[config.mk]
export PLATFORM = sky130hd
export DESIGN_NAME = vga_sync_gen_flat
export DESIGN_NICKNAME = d
export VERILOG_FILES = /design/src/rtl/vga_sync_gen_pkg.sv /design/src/rtl/vga_sync_gen_if.sv /design/src/rtl/vga_sync_gen_pix.sv /design/src/rtl/vga_sync_gen.sv /design/src/flat_wrapper.sv
export SDC_FILE = /design/constraint.sdc
export NUM_CORES = 1
export LEC_CHECK = 0
export ABC_AREA = 1
export ABC_CLOCK_PERIOD_IN_PS = 2400
export BUFFER_PORTS_ARGS = -buffer_cell sky130_fd_sc_hd__buf_2
export CELL_PAD_IN_SITES_DETAIL_PLACEMENT = 0
export CELL_PAD_IN_SITES_GLOBAL_PLACEMENT = 1
export CORE_UTILIZATION = 30
export DETAILED_ROUTE_END_ITERATION = 12
export PLACE_DENSITY = 0.7
export SLEW_MARGIN = 20
export SYNTH_ARGS = -nofsm -noshare
export SYNTH_HDL_FRONTEND = slang
export SYNTH_HIERARCHICAL = 1
export SYNTH_SLANG_ARGS = --single-unit
[constraint.sdc]
create_clock -name clk -period 2.4 [get_ports clk]
set_clock_uncertainty 0.05 [all_clocks]
set_input_delay 0.24 -clock clk [delete_from_list [all_inputs] [get_ports clk]]
set_output_delay 0.24 -clock clk [all_outputs]
set_load 0.02 [all_outputs]
[src/rtl/vga_sync_gen_pkg.sv]
// vga_pkg: 640x480@60 Hz timing constants shared by the sync generator,
// its interface and downstream pixel blocks.
//   H_* / V_*     : sync, back porch, active and front porch widths
//   H_TOT / V_TOT : total pixels per line / lines per frame
//   *_END/*_START : active-window edges, in counter units
//   CW            : counter width for hc / vc
package vga_pkg;
    localparam int CW        = 10;

    localparam int H_SYNC    = 96;
    localparam int H_BP      = 48;
    localparam int H_ACT     = 640;
    localparam int H_FP      = 16;
    localparam int V_SYNC    = 2;
    localparam int V_BP      = 33;
    localparam int V_ACT     = 480;
    localparam int V_FP      = 10;

    localparam int H_TOT     = H_SYNC + H_BP + H_ACT + H_FP;   // 800
    localparam int V_TOT     = V_SYNC + V_BP + V_ACT + V_FP;   // 525
    localparam int HBP_END   = H_SYNC + H_BP;                  // 144
    localparam int HFP_START = HBP_END + H_ACT;                // 784
    localparam int VBP_END   = V_SYNC + V_BP;                  // 35
    localparam int VFP_START = VBP_END + V_ACT;                // 515
endpackage

[src/rtl/vga_sync_gen_if.sv]
// vga_sync_gen_if: timing bundle from the sync generator to its consumers.
//   pix_en      : one-clk pixel strobe
//   hc, vc      : raw horizontal / vertical counts
//   hsync/vsync : active-low syncs
//   vidon       : inside active window
//   line_start  : one-clk pulse while hc first shows 0
//   frame_start : one-clk pulse while hc and vc first show 0
// master = generator side, slave = consumer side.
interface vga_sync_gen_if;
    import vga_pkg::*;

    logic          pix_en;
    logic [CW-1:0] hc;
    logic [CW-1:0] vc;
    logic          hsync;
    logic          vsync;
    logic          vidon;
    logic          line_start;
    logic          frame_start;

    modport master (
        output pix_en, hc, vc, hsync, vsync, vidon, line_start, frame_start
    );
    modport slave (
        input  pix_en, hc, vc, hsync, vsync, vidon, line_start, frame_start
    );
endinterface

[src/rtl/vga_sync_gen_pix.sv]
// pix_clk_en: divides the board clock to a registered pixel strobe.
//   clk    : board clock
//   clr    : synchronous active-high reset
//   pix_en : high for one clk out of every CLK_DIV (always high when CLK_DIV=1)
module pix_clk_en #(
    parameter int CLK_DIV = 2
) (
    input  logic clk,
    input  logic clr,
    output logic pix_en
);
    // Keep at least one bit so CLK_DIV=1 still elaborates a legal vector.
    localparam int            DW   = (CLK_DIV > 1) ? $clog2(CLK_DIV) : 1;
    localparam logic [DW-1:0] LAST = DW'(CLK_DIV - 1);

    if (CLK_DIV < 1) begin : g_div_chk
        $error("pix_clk_en: CLK_DIV must be >= 1");
    end

    logic [DW-1:0] div_cnt;

    always_ff @(posedge clk) begin
        if (clr) begin
            div_cnt <= '0;
            pix_en  <= 1'b0;
        end else begin
            pix_en  <= (div_cnt == LAST);
            div_cnt <= (div_cnt == LAST) ? '0 : div_cnt + DW'(1);
        end
    end
endmodule

[src/rtl/vga_sync_gen.sv]
// vga_sync_gen: VGA timing generator (default 640x480@60 Hz).
//   clk, clr : board clock, synchronous active-high reset
//   vga      : timing bundle (master side) -- pix_en, hc, vc, hsync, vsync,
//              vidon, line_start, frame_start
// Counters advance only on pix_en; syncs and vidon decode the registered
// counters combinationally so they stay aligned with hc/vc.
module vga_sync_gen #(
    parameter int CLK_DIV = 2,
    parameter int H_SYNC  = vga_pkg::H_SYNC,
    parameter int H_BP    = vga_pkg::H_BP,
    parameter int H_ACT   = vga_pkg::H_ACT,
    parameter int H_FP    = vga_pkg::H_FP,
    parameter int V_SYNC  = vga_pkg::V_SYNC,
    parameter int V_BP    = vga_pkg::V_BP,
    parameter int V_ACT   = vga_pkg::V_ACT,
    parameter int V_FP    = vga_pkg::V_FP
) (
    input  logic           clk,
    input  logic           clr,
    vga_sync_gen_if.master vga
);
    import vga_pkg::CW;

    localparam int HT     = H_SYNC + H_BP + H_ACT + H_FP;
    localparam int VT     = V_SYNC + V_BP + V_ACT + V_FP;
    localparam int HA_BEG = H_SYNC + H_BP;
    localparam int HA_END = HA_BEG + H_ACT;
    localparam int VA_BEG = V_SYNC + V_BP;
    localparam int VA_END = VA_BEG + V_ACT;

    if (HT > 2**CW || VT > 2**CW) begin : g_tot_chk
        $error("vga_sync_gen: H_TOT/V_TOT exceed counter range");
    end

    localparam logic [CW-1:0] H_LAST = CW'(HT - 1);
    localparam logic [CW-1:0] V_LAST = CW'(VT - 1);
    localparam logic [CW-1:0] HS_END = CW'(H_SYNC);
    localparam logic [CW-1:0] VS_END = CW'(V_SYNC);
    localparam logic [CW-1:0] HA_LO  = CW'(HA_BEG);
    localparam logic [CW-1:0] HA_HI  = CW'(HA_END);
    localparam logic [CW-1:0] VA_LO  = CW'(VA_BEG);
    localparam logic [CW-1:0] VA_HI  = CW'(VA_END);

    logic          pix_en;
    logic [CW-1:0] hc;
    logic [CW-1:0] vc;
    logic          line_start;
    logic          frame_start;
    logic          h_wrap;
    logic          v_wrap;

    pix_clk_en #(.CLK_DIV(CLK_DIV)) u_pix (
        .clk    (clk),
        .clr    (clr),
        .pix_en (pix_en)
    );

    // Line wrap happens only on a pixel strobe; frame wrap is a line wrap
    // on the last line.
    assign h_wrap = pix_en && (hc == H_LAST);
    assign v_wrap = h_wrap && (vc == V_LAST);

    always_ff @(posedge clk) begin
        if (clr) begin
            hc          <= '0;
            vc          <= '0;
            line_start  <= 1'b0;
            frame_start <= 1'b0;
        end else begin
            // Pulses register the wrap so they appear with hc=0.
            line_start  <= h_wrap;
            frame_start <= v_wrap;
            if (pix_en) begin
                hc <= h_wrap ? '0 : hc + CW'(1);
            end
            if (h_wrap) begin
                vc <= v_wrap ? '0 : vc + CW'(1);
            end
        end
    end

    assign vga.pix_en      = pix_en;
    assign vga.hc          = hc;
    assign vga.vc          = vc;
    assign vga.line_start  = line_start;
    assign vga.frame_start = frame_start;
    assign vga.hsync       = (hc >= HS_END);
    assign vga.vsync       = (vc >= VS_END);
    assign vga.vidon       = (hc >= HA_LO) && (hc < HA_HI) &&
                             (vc >= VA_LO) && (vc < VA_HI);
endmodule
[src/flat_wrapper.sv]
// flat-port wrapper written by rule: the top's interface ports become plain ports
module vga_sync_gen_flat import vga_pkg::CW;
#(
    parameter int CLK_DIV = 2,
    parameter int H_SYNC  = vga_pkg::H_SYNC,
    parameter int H_BP    = vga_pkg::H_BP,
    parameter int H_ACT   = vga_pkg::H_ACT,
    parameter int H_FP    = vga_pkg::H_FP,
    parameter int V_SYNC  = vga_pkg::V_SYNC,
    parameter int V_BP    = vga_pkg::V_BP,
    parameter int V_ACT   = vga_pkg::V_ACT,
    parameter int V_FP    = vga_pkg::V_FP
)
  (clk, clr, vga_pix_en, vga_hc, vga_vc, vga_hsync, vga_vsync, vga_vidon, vga_line_start, vga_frame_start);
  vga_sync_gen_if vga_i ();
  input  logic clk;
  input  logic clr;
  output wire logic [$bits(vga_i.pix_en)-1:0] vga_pix_en;
  output wire logic [$bits(vga_i.hc)-1:0] vga_hc;
  output wire logic [$bits(vga_i.vc)-1:0] vga_vc;
  output wire logic [$bits(vga_i.hsync)-1:0] vga_hsync;
  output wire logic [$bits(vga_i.vsync)-1:0] vga_vsync;
  output wire logic [$bits(vga_i.vidon)-1:0] vga_vidon;
  output wire logic [$bits(vga_i.line_start)-1:0] vga_line_start;
  output wire logic [$bits(vga_i.frame_start)-1:0] vga_frame_start;
  assign vga_pix_en = vga_i.pix_en;
  assign vga_hc = vga_i.hc;
  assign vga_vc = vga_i.vc;
  assign vga_hsync = vga_i.hsync;
  assign vga_vsync = vga_i.vsync;
  assign vga_vidon = vga_i.vidon;
  assign vga_line_start = vga_i.line_start;
  assign vga_frame_start = vga_i.frame_start;
  vga_sync_gen #(.CLK_DIV(CLK_DIV), .H_SYNC(H_SYNC), .H_BP(H_BP), .H_ACT(H_ACT), .H_FP(H_FP), .V_SYNC(V_SYNC), .V_BP(V_BP), .V_ACT(V_ACT), .V_FP(V_FP)) u_core (.clk(clk), .clr(clr), .vga(vga_i));
endmodule
---- Word-level counts from Yosys, hierarchy flattened ----
Index checks and enable logic that the tools add are counted.
W data, S select, Z words.
word-level totals
  flip-flop bits (word level) ............. 24
  output and inout bits ................... 26
operators by class
  add/sub/neg operators ................... 3
  $lt $le $gt $ge ......................... 6
  equality and inequality tests ........... 2
  mux-type cells .......................... 2
  reductions and logical operators ........ 6
operator list
  operator                 number
  $add A10 B1 Y10 const B  2
  $eq A10 B10 Y1 const B   2
  $lt A10 B10 Y1 const B   2
  $mux W10                 2
  $ge A10 B2 Y1 const B    1
  $ge A10 B6 Y1 const B    1
  $ge A10 B7 Y1 const B    1
  $ge A10 B8 Y1 const B    1
  $logic_and A1 B1 Y1      5
  $reduce_or A2 Y1         1
  $add A1 B1 Y1 const B    1

---- Longest topological paths before layout ----
Gate-level depths: netlist of the first run.
  depth in word-level cells ............... 4
  depth in mapped cells ................... 9
  gate-level depth less buffers ........... 9

---- By module ----
The synthesis of the first run kept the hierarchy.
by module, submodules not included
  module        times used  cells an instance  area an instance (um^2)  seq. area each (um^2)
  vga_sync_gen  1           203                1,347.5                  440.4
  pix_clk_en    1           5                  53.8                     40.0

---- Worst setup path before layout of the first run ----
No wires, ideal clock.
  path kind ............................... register to output
  start ................................... reg u_core.hc[5] (netlist: u_core/vga.hc[5])
  end ..................................... out vga_vidon
  arrival time ............................ 1.256 ns
  setup slack ............................. 0.854 ns
  stages on the path, launching flop included .. 7
  path buffers ............................ 0
  cell sequence ........................... dfxtp_1 inv_2 nand2_1 o21ai_0 a21oi_1 o21ai_0 nor2_1
between the ends
  cells in the longest elaborated chain, start to end .. 4
  elaborated cells on any way between the ends .. 5
  classes of those cells .................. 2 x order compare; 3 x reduce/logical
ends and longest elaborated chain
  element                                                 line                text
  start: declaration                                      vga_sync_gen.sv:45  logic [CW-1:0] hc;
  start signal: assignment                                vga_sync_gen.sv:74  hc <= h_wrap ? '0 : hc + CW'(1);
  $ge A10 B8 Y1 / $lt A10 B10 Y1 (equally long branches)  vga_sync_gen.sv:89  assign vga.vidon = (hc >= HA_LO) && (hc < HA_HI) &&
  $logic_and A1 B1 Y1 (*) (2 in series)                   vga_sync_gen.sv:89
  $logic_and A1 B1 Y1 (*)                                 vga_sync_gen.sv:90  (vc >= VA_LO) && (vc < VA_HI);
  end: declaration                                        flat_wrapper.sv:23  output wire logic [$bits(vga_i.vidon)-1:0] vga_vidon;
Every way passes the cells marked *; elsewhere a longest branch is shown, timed or not.

---- Final worst setup path of the first run ----
Ends and elaborated chain as after synthesis.

==> impl_metrics.tcl, run 1 <==
set metrics [dict create \
    outcome "complete, no violations" \
    wire_per_inst_um 11.3 \
    tns_ps 0 \
    crit_required_ps 2110 \
    slew_violations 0 \
    ios 28 \
    grt_pass1_vias 1200 \
    die_w_um 70.3 \
    area_growth_pct 18.6 \
    avgSynthCellArea_um2 6.74 \
    io_buffers 27 \
    cts-root-buf "clkbuf_8" \
    synth_cells 208 \
    cp_max_fo 4 \
    initial_core_util_pct 31.7 \
    vdd_drop_max_mv 0.292 \
    arrival_ps 1550 \
    fmax_mhz 542 \
    clk_pin_slew_worst_paths_ps 90 \
    grt_use_met3_pct 3.03 \
    hp-class "in -> reg" \
    clock-sinks 24 \
    cts_buffers 3 \
    yosysSeqAreaShare_pct 34.3 \
    grt_usage_pct 14.1 \
    hold_path_end "u_core/u_pix/pix_en$_SDFF_PP0_" \
    setup_slack_ps 556 \
    ff2ff_path_depth 9 \
    preCtsSetupSlack_ps 848 \
    regToRegSetupSlack_ps 900 \
    layout-drive-gt1-share_pct 22.3 \
    ys_seq_elements 24 \
    dieHeight_um 70.3 \
    finalWeightedCongestion 0.745 \
    maxCapViolCount 0 \
    core_um2 4410 \
    route.detailed.drc 0 \
    finalPower_uw 798 \
    clock_path_buffers 2 \
    grt_setup_unrepaired "false" \
    grt_pass1_wl_um 5550 \
    die-area_um2 4950 \
    ant_nets 0 \
    hold_depth 2 \
    final_nets 246 \
    period_needed_ps 1840 \
    syn_area_um2 1400 \
    htreeDepth 1 \
    postCtsHoldBufs 0 \
    cp-start-kind "flip-flop" \
    grtUsageMet1_pct 18.1 \
    synthDistinctLibCells 27 \
    grt_max_degree 15 \
    via_per_inst 4.50 \
    drt_iter0_drc 76 \
    first_pass_iters 4 \
    nFillCells 493 \
    num_rows 24 \
    hpwl_um 2560 \
    worst_slew_pin_slew_ps 381 \
    path_class "reg -> out" \
    antennaDiodeCount 0 \
    p_leak_uw 0.000837 \
    tritoncts "yes" \
    syn_nets 215 \
    finalCritPeriodShare_pct 76.8 \
    antenna_found_initial 0 \
    min_from "clr" \
    power_density_nw_per_um2 481 \
    wl_um 3290 \
    hold_viol 0 \
    reg2reg_to "u_core/vga.vc[5]$_SDFFE_PP0P_" \
    end_kind "output port" \
    yosys_warnings 6 \
    postCtsSetupBuffers 0 \
    post-route-util_pct 37.6 \
    post_cts_resized 0 \
    setup_viol 0 \
    max_slew_margin_pct 74.4 \
    vias 1304 \
    grt_overflow 0 \
    grt_use_met2_pct 23.6 \
    insertion_delay_ps 270 \
    regToRegStartpoint "u_core/vga.vc[0]$_SDFFE_PP0P_" \
    top_usage_layer "met2" \
]
[stage by stage]
stage | instances | hold WS, ps | area [um2]
global placement | 286 | 351 | 1590
global route | 290 | 185 | 1660
detailed placement | 286 | 357 | 1590
CTS | 290 | 171 | 1660
floorplan | 208 | 257 | 1400
finish | 290 | 186 | 1660
[registers in the layout (all words and copies together) (netlist names)]
signal,flops
u_core/u_pix/pix_en,1
u_core/vga.frame_start,1
u_core/vga.line_start,1
u_core/vga.hc,10
u_core/vga.vc,10
u_core/u_pix/div_cnt,1
[worst max-delay path, cell delays in order (launching register included)]
cell and delay, ps:
dfxtp_1 440, inv_2 100, nand2_1 90, o21ai_0 70, a21oi_1 200, o21ai_0 110, nor2_1 110, buf_2 170
[worst max-delay path by stage]
stage / from / endpoint / slack, ps
after floorplan: u_core/vga.hc[5]$_SDFFE_PP0P_ / vga_vidon / 850
after global placement: u_core/vga.hc[5]$_SDFFE_PP0P_ / vga_vidon / 850
after detailed placement: u_core/vga.hc[5]$_SDFFE_PP0P_ / vga_vidon / 850
after CTS: u_core/vga.hc[5]$_SDFFE_PP0P_ / vga_vidon / 520
after global routing: u_core/vga.vc[0]$_SDFFE_PP0P_ / vga_vidon / 340
final: u_core/vga.hc[5]$_SDFFE_PP0P_ / vga_vidon / 560
[metal layers]
metal / share of wire [%] / wire length, um
met3: 4.0 / 133
met2: 45 / 1470
met5: 0 / 0
met4: 0.64 / 21
met1: 51 / 1660
[report_power, final]
part | leakage, uW | switching, uW | internal (uW)
Clock | 0.0000357 | 137 | 223
Combinational | 0.000608 | 21.9 | 9.53
Sequential | 0.000194 | 5.14 | 402
[placed cells by master (no fill, tap or decap), drive strengths merged]
cell     n
nor3     6
ha       5
clkbuf   3
a41oi    1
o21ai    6
o32ai    1
dfxtp   24
nor2    46
a31oi    1
nor3b    1
a21oi    4
buf     27
xor2     2
bufinv   1
nand3   14
nand4    4
inv     36
o22ai    1
xnor2    1
nand2   53
a211oi   1
[cell type report]
type                       count  area (um2)  area share, %
tap                           52        65.1           3.92
inverter                      36         135           8.13
clock inverter                 1        30.0           1.81
multi-input combinational    147         774           46.6
sequential                    24         480           28.9
timing repair buffer          27         135           8.13
clock buffer                   3        41.3           2.48
[Yosys cell counts (all sizes together)]
cell	n	area share [%]
nand3	14	5.7
o32ai	1	0.63
a211oi	1	0.54
o22ai	1	0.45
xnor2	1	0.63
buf	1	0.80
nand4	4	1.8
xor2	2	1.3
nor2	46	15
inv	36	9.6
a41oi	1	0.63
dfxtp	24	34
o21ai	6	2.1
a31oi	1	0.45
nor3	6	2.1
ha	5	4.5
a21oi	4	1.4
nand2	53	17
nor3b	1	0.54
[cells by family (layout without fill, tap and decap cells)]
kind of cell	count (synthesis)	in the layout	share of synthesized area, %
AO/OA/AOI/OAI	15	15	6.25
adder cells (fa/ha/maj)	5	5	4.46
buffers and inverters	37	67	10.4
XOR/XNOR	3	3	1.88
flip-flops	24	24	34.3
AND/OR/NAND/NOR	124	124	42.7
Note: power is estimated with default switching activity, not from simulation.
==> inputs of run 2 (changes only) <==
- ABC_CLOCK_PERIOD_IN_PS: 2400 -> 1900
- clock period: 2.4 -> 1.9 ns (I/O delays scaled with it)
==> run 2 against run 1 <==
Compared with the run above: sequential cell count unchanged; non-clock buffer count rose by 1; global-route usage hardly changed; highest routed layer unchanged.
==> impl_metrics.tcl, run 2 (same netlist as run 1, synthesis figures left out) <==
set metrics [dict create \
    finalWeightedCongestion 0.809 \
    cp_slowest_cell "dfxtp_1" \
    clock_path_buffers 2 \
    grt_pass1_vias 1228 \
    p_leak_uw 0.000843 \
    slew_violations 0 \
    hp-class "in -> reg" \
    final_common_cell "nand2_1" \
    setup_viol 0 \
    critical_path_buf_inv_count 2 \
    die_w_um 70.3 \
    vdd_drop_max_mv 0.253 \
    fmax_mhz 576 \
    grt_setup_unrepaired "false" \
    finalCritPeriodShare_pct 91.3 \
    max_slew_margin_pct 72.7 \
    fin_cells 291 \
    dieHeight_um 70.3 \
    nFillCells 504 \
    min_from "clr" \
    arrival_ps 1490 \
    post-route-util_pct 37.8 \
    biggestRegsByFlops "u_core/vga.hc x10, u_core/vga.vc x10" \
    antenna_found_initial 0 \
    io_buffers 27 \
    hold_viol 0 \
    grt_overflow 0 \
    layout-drive-gt1-share_pct 23.0 \
    insertion_delay_ps 270 \
    route.detailed.drc 0 \
    crit_chain "inv_1, nand2_1, o21ai_0, a21oi_1, o21ai_0, nor2_1, buf_2" \
    grt_usage_pct 14.1 \
    critPathTopFamily "flip-flops" \
    dp.cells 287 \
    final_cell_mix "nand2_1, nor2_1, inv_1" \
    crit_required_ps 1660 \
    whs_ps 132 \
    worst_slew_pin_slew_ps 406 \
    seqCellArea_um2 482 \
    regToRegStartpoint "u_core/vga.hc[0]$_SDFFE_PP0P_" \
    num_rows 24 \
    cp_max_fo 5 \
    slowest_delay_ps 430 \
    grt_pass1_wl_um 5590 \
    area_growth_pct 19.2 \
    ios 28 \
    initial_core_util_pct 31.7 \
    clock-sinks 24 \
    power_density_nw_per_um2 600 \
    cts-root-buf "clkbuf_8" \
    drt_iter0_drc 56 \
    clk_pin_slew_worst_paths_ps 90 \
    tns_ps 0 \
    postCtsHoldBufs 0 \
    path_class "reg -> out" \
    wl_um 3210 \
    ant_nets 0 \
    grt_max_degree 15 \
    hpwl_um 2610 \
    end_kind "output port" \
    wire_per_inst_um 11.0 \
    core_um2 4410 \
    die-area_um2 4950 \
    final_nets 247 \
    first_pass_iters 4 \
    htreeDepth 1 \
    vias 1284 \
    outcome "complete, no violations" \
    cp-start-kind "flip-flop" \
    antennaDiodeCount 0 \
    multi_input_area_um2 774 \
    cpMostUsedCell "o21ai_0" \
    via_per_inst 4.41 \
    tritoncts "yes" \
    cts_buffers 3 \
    crit_start "u_core/vga.hc[4]$_SDFFE_PP0P_" \
    maxCapViolCount 0 \
    period_needed_ps 1730 \
]
==> run 2: changes by cell type in the layout (fill, tap and decap cells not counted), sizes merged <==
cell and change:
buf +1
==> run 2: final cells by class <==
| type | instances | area share (%) |
|---|---|---|
| Timing Repair Buffer | 28 | 8.54 |
| Multi-Input combinational cell | 147 | 46.4 |
| Sequential cell | 24 | 28.8 |
| Clock buffer | 3 | 2.47 |
| Tap cell | 52 | 3.90 |
| Inverter | 36 | 8.09 |
| Clock inverter | 1 | 1.80 |
==> run 2: worst paths after layout <==
check,to,cells after the start,slack [ps]
setup / recovery,vga_vidon,7,170
hold / removal,u_core/u_pix/pix_en$_SDFF_PP0_,2,130
setup reg to reg,u_core/vga.vc[5]$_SDFFE_PP0P_,8,400
hold reg to reg,u_core/u_pix/div_cnt$_SDFF_PP0_,1,360
==> run 2: what timing repair did <==
action                                  4_1_cts  5_1_grt
endpoints found under the setup margin        0        1
hold endpoints to repair                      0        0
setup buffers                                 0        0
resized for setup                             0        1
==> run 2: metal layers <==
layer | GRT usage (%) | routed length (um) | vias up
met4 | 5.11 | 28 | 0
li1 | - | - | 707
met1 | 17.6 | 1640 | 551
met3 | 2.45 | 89 | 4
met2 | 24.1 | 1450 | 22
met5 | 0 | 0 | -
==> run 2: worst register-to-register path: stages (launching register included) <==
cell and delay [ps]:
dfxtp_1 410, ha_1 230, nand3_2 130, nor2_4 150
nand2_4 100, nand2_8 110, nand2_4 90, nand2_1 90
nor2_2 30
==> run 2: power by group <==
group | internal (uW) | switching [uW]
Combinational | 13.4 | 28.2
Sequential | 507 | 5.43
Clock | 282 | 166
==> run 2: per-stage QoR <==
stage	setup WS (ps)	instance area [um2]	power [uW]
after global routing	20.2	1670	1050
after floorplan	401	1400	555
after detailed placement	413	1600	567
final	165	1670	1000
after CTS	102	1670	1030
after global placement	387	1600	567
==> inputs of run 3 (changes only) <==
- BUFFER_PORTS_ARGS: -buffer_cell sky130_fd_sc_hd__buf_2 -> -buffer_cell sky130_fd_sc_hd__buf_4
==> run 3 against run 2 <==
Compared with the run above: sequential power about the same; critical path depth decreased by 2; via count increased by 2.0%; non-clock buffer count increased by 1; first-iteration DRC count increased by 29%; power increased by 0.41%; sequential share of layout area decreased by 1.3 points; design area increased by 4.8%; sequential cell count unchanged; core utilization increased by 1.8 points; critical endpoint unchanged; highest routed layer unchanged.
==> impl_metrics.tcl, run 3 (same netlist as run 1, synthesis figures left out) <==
set metrics [dict create \
    antenna_found_initial 0 \
    final_cell_mix "nand2_1, nor2_1, inv_1" \
    place_area_um2 1670 \
    outcome "complete, no violations" \
    layout-drive-gt1-share_pct 23.8 \
    setup_viol 0 \
    postCtsHoldBufs 0 \
    vias 1310 \
    hpwl_um 2530 \
    critPathTopFamily "flip-flops" \
    final_common_cell "nand2_1" \
    via_per_inst 4.49 \
    grt_usage_pct 13.4 \
    final_nets 248 \
    tns_ps 0 \
    core_um2 4410 \
    crit_required_ps 1660 \
    grt_pass1_wl_um 5380 \
    cp-start-kind "flip-flop" \
    top_usage_layer "met2" \
    p_leak_uw 0.000847 \
    cts_buffers 3 \
    hold_viol 0 \
    cts-root-buf "clkbuf_8" \
    post_cts_resized 0 \
    antennaDiodeCount 0 \
    maxCapViolCount 0 \
    wire_per_inst_um 10.8 \
    worst_slew_pin_slew_ps 363 \
    tritoncts "yes" \
    die_w_um 70.3 \
    grt_setup_unrepaired "false" \
    max_slew_margin_pct 75.6 \
    clk_pin_slew_worst_paths_ps 90 \
    vdd_drop_max_mv 0.264 \
    cp_slowest_cell "dfxtp_1" \
    grt_max_degree 15 \
    insertion_delay_ps 270 \
    clock-sinks 24 \
    grt_overflow 0 \
    hp-class "in -> reg" \
    ant_nets 0 \
    first_pass_iters 4 \
    final_area_um2 1750 \
    slowest_delay_ps 460 \
    initial_core_util_pct 31.7 \
    wl_um 3140 \
    dieHeight_um 70.3 \
    htreeDepth 1 \
    ios 28 \
    die-area_um2 4950 \
    finalWeightedCongestion 0.751 \
    slew_violations 0 \
    grt_use_met2_pct 22.0 \
    io_buffers 27 \
    postCtsSetupBuffers 0 \
    grt_pass1_vias 1210 \
    end_kind "output port" \
    path_class "reg -> out" \
    power_density_nw_per_um2 575 \
    route.detailed.drc 0 \
    cp_max_fo 7 \
    clock_path_buffers 2 \
    biggestRegsByFlops "u_core/vga.hc x10, u_core/vga.vc x10" \
    critical_path_buf_inv_count 2 \
    crit_chain "ha_1, inv_1, a41oi_1, nor2_1, buf_4" \
    fmax_mhz 565 \
    grtUsageMet1_pct 17.7 \
    arrival_ps 1530 \
    area_growth_pct 24.9 \
    period_needed_ps 1770 \
    num_rows 24 \
    grt_use_met3_pct 2.02 \
    drt_iter0_drc 72 \
    finalCritPeriodShare_pct 93.2 \
]
-- run 3: cell types whose count changed in the layout (fill, tap and decap cells not counted), sizes merged --
cell	previous run	this run
buf	28	29
-- run 3: worst reg2reg max path, delay by kind of cell, from the launching register on --
family,cells,cell delay [ps]
adders and majority gates,1,240
DFF,1,410
and+or+nand+nor,7,710
-- run 3: layout make-up --
class                   instances  area [um2]
inverters                      36         135
repair buffers                 29         218
flip-flops and latches         24         482
multi-input cells             147         779
clock buffers                   3        41.3
fillers                       496        2660
clock inverters                 1        30.0
well taps                      52        65.1
-- run 3: final timing paths --
kind                              startpoint                               to  slack [ps]  cells past startpoint
min reg2reg  u_core/u_pix/div_cnt$_SDFF_PP0_  u_core/u_pix/div_cnt$_SDFF_PP0_         370                      1
min                                      clr   u_core/u_pix/pix_en$_SDFF_PP0_          80                      2
max reg2reg    u_core/vga.hc[0]$_SDFFE_PP0P_    u_core/vga.vc[5]$_SDFFE_PP0P_         380                      8
max            u_core/vga.vc[1]$_SDFFE_PP0P_                        vga_vidon         130                      5
-- run 3: through the flow --
| stage | setup WS [ps] | power (uW) | hold slack, ps | std cells | utilization, % |
|---|---|---|---|---|---|
| after floorplan | 401 | 555 | 207 | 208 | - |
| after CTS | 122 | 1030 | 73.1 | 292 | 39.5 |
| final | 129 | 1010 | 77.1 | 292 | 39.7 |
| after detailed placement | 403 | 569 | 361 | 288 | 37.9 |
| after global placement | 383 | 569 | 353 | 288 | 37.9 |
| after global routing | 25.2 | 1050 | 75.6 | 292 | 39.7 |
-- run 3: routing by layer --
| metal | up-vias | wire [um] | part of all wire (%) |
|---|---|---|---|
| li1 | 712 | - | - |
| met1 | 570 | 1550 | 49 |
| met2 | 23 | 1440 | 46 |
| met3 | 5 | 110 | 3.5 |
| met4 | 0 | 39 | 1.2 |
| met5 | - | 0 | 0 |
-- run 3: power breakdown --
| part | internal (uW) | switching, uW |
|---|---|---|
| Clock | 282 | 168 |
| Sequential | 507 | 5.82 |
| Combinational | 15.7 | 27.9 |
